<file path="src/rtl/mdu_pkg.sv">
// Shared definitions for the E-stage multiply/divide unit.
// Op encodings, controller state encoding and the default operand width.
`timescale 1ns/1ps
package mdu_pkg;

    localparam int MD_DATA_W = 32;

    typedef enum logic [2:0] {
        MD_NONE  = 3'd0,
        MD_MULT  = 3'd1,
        MD_MULTU = 3'd2,
        MD_DIV   = 3'd3,
        MD_DIVU  = 3'd4
    } mdOp_t;

    typedef enum logic [1:0] {
        MD_IDLE = 2'd0,
        MD_BUSY = 2'd1,
        MD_DONE = 2'd2
    } mdState_t;

endpackage

</file>
<file path="src/rtl/div_core.sv">
// Iterative radix-2 restoring divider with sign and divide-by-zero fixup.
// Owns the IDLE/BUSY/DONE controller; the state is exported for observation.
`timescale 1ns/1ps
module div_core
    import mdu_pkg::*;
#(
    parameter int DATA_W = MD_DATA_W
) (
    input  logic              clk,
    input  logic              resetn,
    input  logic              start,
    input  logic              flush,
    input  logic              isSigned,
    input  logic [DATA_W-1:0] srcA,
    input  logic [DATA_W-1:0] srcB,
    output logic              busy,
    output logic              done,
    output logic [DATA_W-1:0] hi,
    output logic [DATA_W-1:0] lo,
    output mdState_t          state
);

    // Handshake: start is sampled only in IDLE and captures srcA/srcB on that edge;
    // busy is high for DATA_W cycles, then done is high for exactly one cycle with
    // hi/lo valid. flush in BUSY or DONE returns to IDLE and suppresses done.

    localparam int CNT_W = $clog2(DATA_W);
    localparam logic [CNT_W-1:0] LAST_CNT = CNT_W'(DATA_W - 1);

    mdState_t          nextState;
    logic [CNT_W-1:0]  count;
    logic [DATA_W-1:0] rem;
    logic [DATA_W-1:0] dq;
    logic [DATA_W-1:0] divisor;
    logic [DATA_W-1:0] origA;
    logic              qneg;
    logic              rneg;
    logic              divZero;

    logic              signA;
    logic              signB;
    logic [DATA_W-1:0] absA;
    logic [DATA_W-1:0] absB;
    logic [DATA_W:0]   remShift;
    logic [DATA_W:0]   trial;

    assign signA = isSigned & srcA[DATA_W-1];
    assign signB = isSigned & srcB[DATA_W-1];
    assign absA  = signA ? -srcA : srcA;
    assign absB  = signB ? -srcB : srcB;

    // The top bit of trial is the borrow: set when the shifted remainder is below the divisor.
    assign remShift = {rem, dq[DATA_W-1]};
    assign trial    = remShift - {1'b0, divisor};

    always_ff @(posedge clk or negedge resetn) begin
        if (!resetn) begin
            state <= MD_IDLE;
        end else begin
            state <= nextState;
        end
    end

    always_comb begin
        nextState = state;
        busy      = 1'b0;
        done      = 1'b0;
        case (state)
            MD_IDLE: begin
                if (start) nextState = MD_BUSY;
            end
            MD_BUSY: begin
                busy = 1'b1;
                if (flush)                  nextState = MD_IDLE;
                else if (count == LAST_CNT) nextState = MD_DONE;
            end
            MD_DONE: begin
                done      = ~flush;
                nextState = MD_IDLE;
            end
            default: nextState = MD_IDLE;
        endcase
    end

    always_ff @(posedge clk or negedge resetn) begin
        if (!resetn) begin
            count   <= '0;
            rem     <= '0;
            dq      <= '0;
            divisor <= '0;
            origA   <= '0;
            qneg    <= 1'b0;
            rneg    <= 1'b0;
            divZero <= 1'b0;
        end else begin
            case (state)
                MD_IDLE: begin
                    if (start) begin
                        count   <= '0;
                        rem     <= '0;
                        dq      <= absA;
                        divisor <= absB;
                        origA   <= srcA;
                        qneg    <= signA ^ signB;
                        rneg    <= signA;
                        divZero <= (srcB == '0);
                    end
                end
                MD_BUSY: begin
                    rem   <= trial[DATA_W] ? remShift[DATA_W-1:0] : trial[DATA_W-1:0];
                    dq    <= {dq[DATA_W-2:0], ~trial[DATA_W]};
                    count <= count + CNT_W'(1);
                end
                default: ;
            endcase
        end
    end

    // Divide by zero returns the original dividend in HI and all ones in LO.
    assign lo = divZero ? {DATA_W{1'b1}} : (qneg ? -dq : dq);
    assign hi = divZero ? origA : (rneg ? -rem : rem);

endmodule

</file>
<file path="src/rtl/mul_div_unit.sv">
// E-stage multiply/divide unit: single-cycle multiplier, iterative divider,
// pipeline stall request and the HI/LO write path.
`timescale 1ns/1ps
module mul_div_unit
    import mdu_pkg::*;
#(
    parameter int DATA_W = MD_DATA_W
) (
    input  logic              clk,
    input  logic              resetn,
    input  logic [2:0]        mdopE,
    input  logic [DATA_W-1:0] srcaE,
    input  logic [DATA_W-1:0] srcbE,
    input  logic              flushE,
    output logic              mut_div_stallE,
    output logic [DATA_W-1:0] hiE,
    output logic [DATA_W-1:0] loE,
    output logic              HLwriteE,
    output mdState_t          mdState
);

    logic                isMul;
    logic                isDiv;
    logic                mulSigned;
    logic                divSigned;
    logic                divStart;
    logic                divBusy;
    logic                divDone;
    logic                mulActive;
    logic [DATA_W-1:0]   divHi;
    logic [DATA_W-1:0]   divLo;
    logic [2*DATA_W-1:0] mulA;
    logic [2*DATA_W-1:0] mulB;
    logic [2*DATA_W-1:0] product;

    assign isMul     = (mdopE == MD_MULT) || (mdopE == MD_MULTU);
    assign isDiv     = (mdopE == MD_DIV)  || (mdopE == MD_DIVU);
    assign mulSigned = (mdopE == MD_MULT);
    assign divSigned = (mdopE == MD_DIV);
    assign divStart  = isDiv & ~flushE;

    // Extending both operands to 2*DATA_W makes one multiplier serve signed and unsigned.
    assign mulA    = {{DATA_W{mulSigned & srcaE[DATA_W-1]}}, srcaE};
    assign mulB    = {{DATA_W{mulSigned & srcbE[DATA_W-1]}}, srcbE};
    assign product = mulA * mulB;

    div_core #(
        .DATA_W (DATA_W)
    ) u_div_core (
        .clk      (clk),
        .resetn   (resetn),
        .start    (divStart),
        .flush    (flushE),
        .isSigned (divSigned),
        .srcA     (srcaE),
        .srcB     (srcbE),
        .busy     (divBusy),
        .done     (divDone),
        .hi       (divHi),
        .lo       (divLo),
        .state    (mdState)
    );

    assign mulActive      = (mdState == MD_IDLE) & isMul & ~flushE;
    assign mut_div_stallE = ((mdState == MD_IDLE) & divStart) | divBusy;

    always_comb begin
        hiE      = '0;
        loE      = '0;
        HLwriteE = 1'b0;
        if (mulActive) begin
            hiE      = product[2*DATA_W-1:DATA_W];
            loE      = product[DATA_W-1:0];
            HLwriteE = 1'b1;
        end else if (divDone) begin
            hiE      = divHi;
            loE      = divLo;
            HLwriteE = 1'b1;
        end
    end

endmodule
</file>
<file path="config.mk">
export PLATFORM = sky130hd
export DESIGN_NAME = mul_div_unit
export DESIGN_NICKNAME = d
export VERILOG_FILES = /design/src/rtl/mdu_pkg.sv /design/src/rtl/div_core.sv /design/src/rtl/mul_div_unit.sv
export SDC_FILE = /design/constraint.sdc
export NUM_CORES = 2
export LEC_CHECK = 0
export ABC_AREA = 1
export CAP_MARGIN = 25
export CORE_MARGIN = 2
export CORE_UTILIZATION = 41
export CTS_BUF_LIST = sky130_fd_sc_hd__clkbuf_4 sky130_fd_sc_hd__clkbuf_8
export DETAILED_ROUTE_END_ITERATION = 10
export GPL_ROUTABILITY_DRIVEN = 1
export GPL_TIMING_DRIVEN = 0
export PLACE_DENSITY = 0.58
export SYNTH_ARGS = -nofsm -noshare
export SYNTH_HDL_FRONTEND = slang
export SYNTH_SLANG_ARGS = --single-unit
</file>
<file path="constraint.sdc">
create_clock -name clk -period 12.35 [get_ports clk]
set_clock_uncertainty 0.2 [all_clocks]
set_input_delay 1.8525 -clock clk [delete_from_list [all_inputs] [get_ports clk]]
set_output_delay 1.8525 -clock clk [all_outputs]
set_load 0.01 [all_outputs]
</file>
==> impl_metrics.ini <==
[global_routing]
grt_pass1_wl_mm = 325.3
antenna_found_initial = 19
grt_pass1_vias = 46617
track_usage_pct = 34.91
grt_max_degree = 81
globalRouteOverflowTotal = 0

[synthesis]
ys_types = 49
synth_edf_count = 0
async_flop_share_pct = 100.0
synth_cells = 6985
synth_fp_nets = 8431
syn-cell-area_um2 = 51820
ys_seq_area_share_pct = 6.664
ys_seq_elements = 138
syn_area_per_cell_um2 = 7.419
yosysWarnings = 0
ys.flop_type = dfrtp_1

[clock_tree]
clkTransAtPathRegs_ns = 0.09
cts_root_buf = clkbuf_8
numCtsBuffers = 17
cts_tree = built
clock_latency_ns = 0.51
max-clock-path-buffers = 2
cts_sinks = 138
cts_max_level = 4

[detailed_routing]
via_per_inst = 5.388
firstDrtPassIters = 6
drc = 0
wl_per_cell_um = 25.65
dr.first_iter.drc_count = 5526
vias = 47304
ant_nets = 0
wl_mm = 225.2

[place]
dp_hpwl_mm = 195.5
place_congestion = 1.018
dp_cells = 8745
numPortBuffers = 78

[critical_path]
arrival_ns = 10.25
critical_path.max_fanout = 10
cp-end-kind = output port
path_class = input port to output port
required_ns = 10.30
critPathLaunchType = input port

[layout]
postLayoutCoreUtil_pct = 44.93
syn2layout_area_growth_pct = 8.868
stdcell_count = 8779
layout_common_cells = 1,904 x nand2_1, 1,775 x inv_1, 1,115 x fa_1
drive_above_1_share_pct = 5.839
final_common_cell = nand2_1
nets = 8557

[timing]
hold_viol = 0
worst_slew_pin_slew_ns = 1.115
final-setup-viol-count = 0
finalCritPeriodShare_pct = 99.65
fin_crit_ns = 12.31
max_freq_ghz = 0.08125
slew_headroom_pct = 25.65
rsz0062_at_grt = yes
drv_slew = 0

[floorplan]
initial_core_util_pct = 41.27
rows = 130
die_area_um2 = 129300
fp.dieH_um = 359.5
io_pins = 138
die_w_um = 359.5
core_area_um2 = 125600

[min_path]
hold_class = register to register

[flow_run]
max_cap_viol_count = 0

[status]
outcome = complete, no violations
-- worst max-delay path: stages --
cell	delay, ns
clkbuf_2	0.58
clkbuf_2	0.56
nand2_1	0.15
fa_1	0.56
inv_1	0.05
fa_1	0.39
fa_1	0.51
fa_1	0.44
fa_1	0.50
fa_1	0.57
inv_1	0.06
fa_1	0.47
inv_1	0.05
fa_1	0.49
ha_1	0.39
a21oi_1	0.38
o21ai_0	0.21
a21oi_1	0.45
nand3_1	0.38
nand3_1	0.21
nand3_1	0.09
nand2_1	0.07
nand3_1	0.10
nand2_1	0.09
clkdlybuf4s50_1	0.61
-- per-stage QoR --
| stage | setup TNS (ns) | area [um2] | hold slack, ns | setup WS [ns] |
|---|---|---|---|---|
| after floorplan | 0 | 51820 | 0.2489 | 1.346 |
| after global placement | -72.11 | 54670 | 0.2656 | -2.509 |
| after detailed placement | -67.77 | 55200 | 0.2698 | -2.616 |
| after CTS | 0 | 56170 | 0.2930 | 0.005410 |
| after global routing | -0.03740 | 56410 | 0.3172 | -0.01241 |
| final | 0 | 56420 | 0.2935 | 0.04276 |
-- cells in the mapped netlist, types with 3 or more instances --
library cell  instances  area [um2]
nand3b_1             17       127.6
fa_1               1126       22540
o31ai_1               8       60.06
nand2_2               7       43.79
nor3_1               42       210.2
o21a_1               12       90.09
buf_1                90       337.8
buf_4                 3       22.52
nor2_2                6       37.54
xor2_1               37       324.1
nand4_1              41       256.5
a31oi_1              17       106.4
o22ai_1              25       156.4
buf_2                23       115.1
o21bai_1             24       180.2
clkbuf_1            218       818.3
a21o_1                5       37.54
nand3_1             253        1266
nor2_1              378        1419
a21boi_0              3       22.52
or2_2                14       87.58
a21oi_1             211        1056
xnor2_1              32       280.3
o21ai_0             222        1111
nor4_1               13       81.33
ha_1                250        3128
nand2_1            1918        7199
inv_1              1784        6696
nor3_2                7       70.07
o211ai_1             13       97.59
o21ai_1               6       30.03
dfrtp_1             138        3453
o221ai_1             15       131.4
-- area by class of cell --
cell class | count | area (um2)
multi-input combinational | 4723 | 40790
fill | 13101 | 69150
clock buffer | 17 | 234.0
clock inverter | 15 | 155.1
antenna | 5 | 12.51
sequential | 138 | 3453
timing repair buffer | 122 | 1384
buffer | 321 | 1590
inverter | 1788 | 6733
tap | 1650 | 2064
-- metal layers --
metal / wire (um) / vias up / global-route usage, %
li1: - / 20582 / -
met3: 22680 / 355 / 6.875
met4: 10460 / 8 / 13.04
met2: 96280 / 2400 / 52.21
met1: 95740 / 23959 / 50.06
met5: 46 / - / 0
-- state kept, by name, summed over array words and instances, names as in the netlist --
name                count
u_div_core.divZero      1
u_div_core.state        2
u_div_core.dq          32
u_div_core.divisor     32
u_div_core.qneg         1
u_div_core.rem         32
u_div_core.rneg         1
u_div_core.count        5
u_div_core.origA       32
-- final timing paths --
check / slack, ns / end / start / depth (start not counted)
max: 0.04 / hiE[27] / srcaE[7] / 25
min: 0.29 / u_div_core.divisor[27] / u_div_core.divisor[27] / 2
min reg2reg: 0.29 / u_div_core.divisor[27] / u_div_core.divisor[27] / 2
max reg2reg: 8.69 / u_div_core.rem[29] / u_div_core.dq[31] / 18
max in group asynchronous: 9.97 / u_div_core.origA[27] / resetn / 2
min in group asynchronous: 1.14 / u_div_core.rem[10] / resetn / 1
-- cells by family after synthesis --
| logic type | after synthesis | synth area share, % |
|---|---|---|
| and+or+nand+nor | 2709 | 21.06 |
| DFF | 138 | 6.664 |
| buffers and inverters | 2124 | 15.49 |
| adders and majority gates | 1376 | 49.54 |
| AOI/OAI and AO/OA | 569 | 6.080 |
| xor gates and xnor gates | 69 | 1.166 |
-- timing repair --
action,in CTS,in global routing
endpoints found under the hold margin,0,0
resized for setup,224,194
setup buffers,11,1
pin swaps,6,7
hold buffers,0,0
endpoints found under the setup margin,43,36
Power is not shown: default switching activity piles up to over one toggle a cycle in this logic, so the estimate is an artifact.
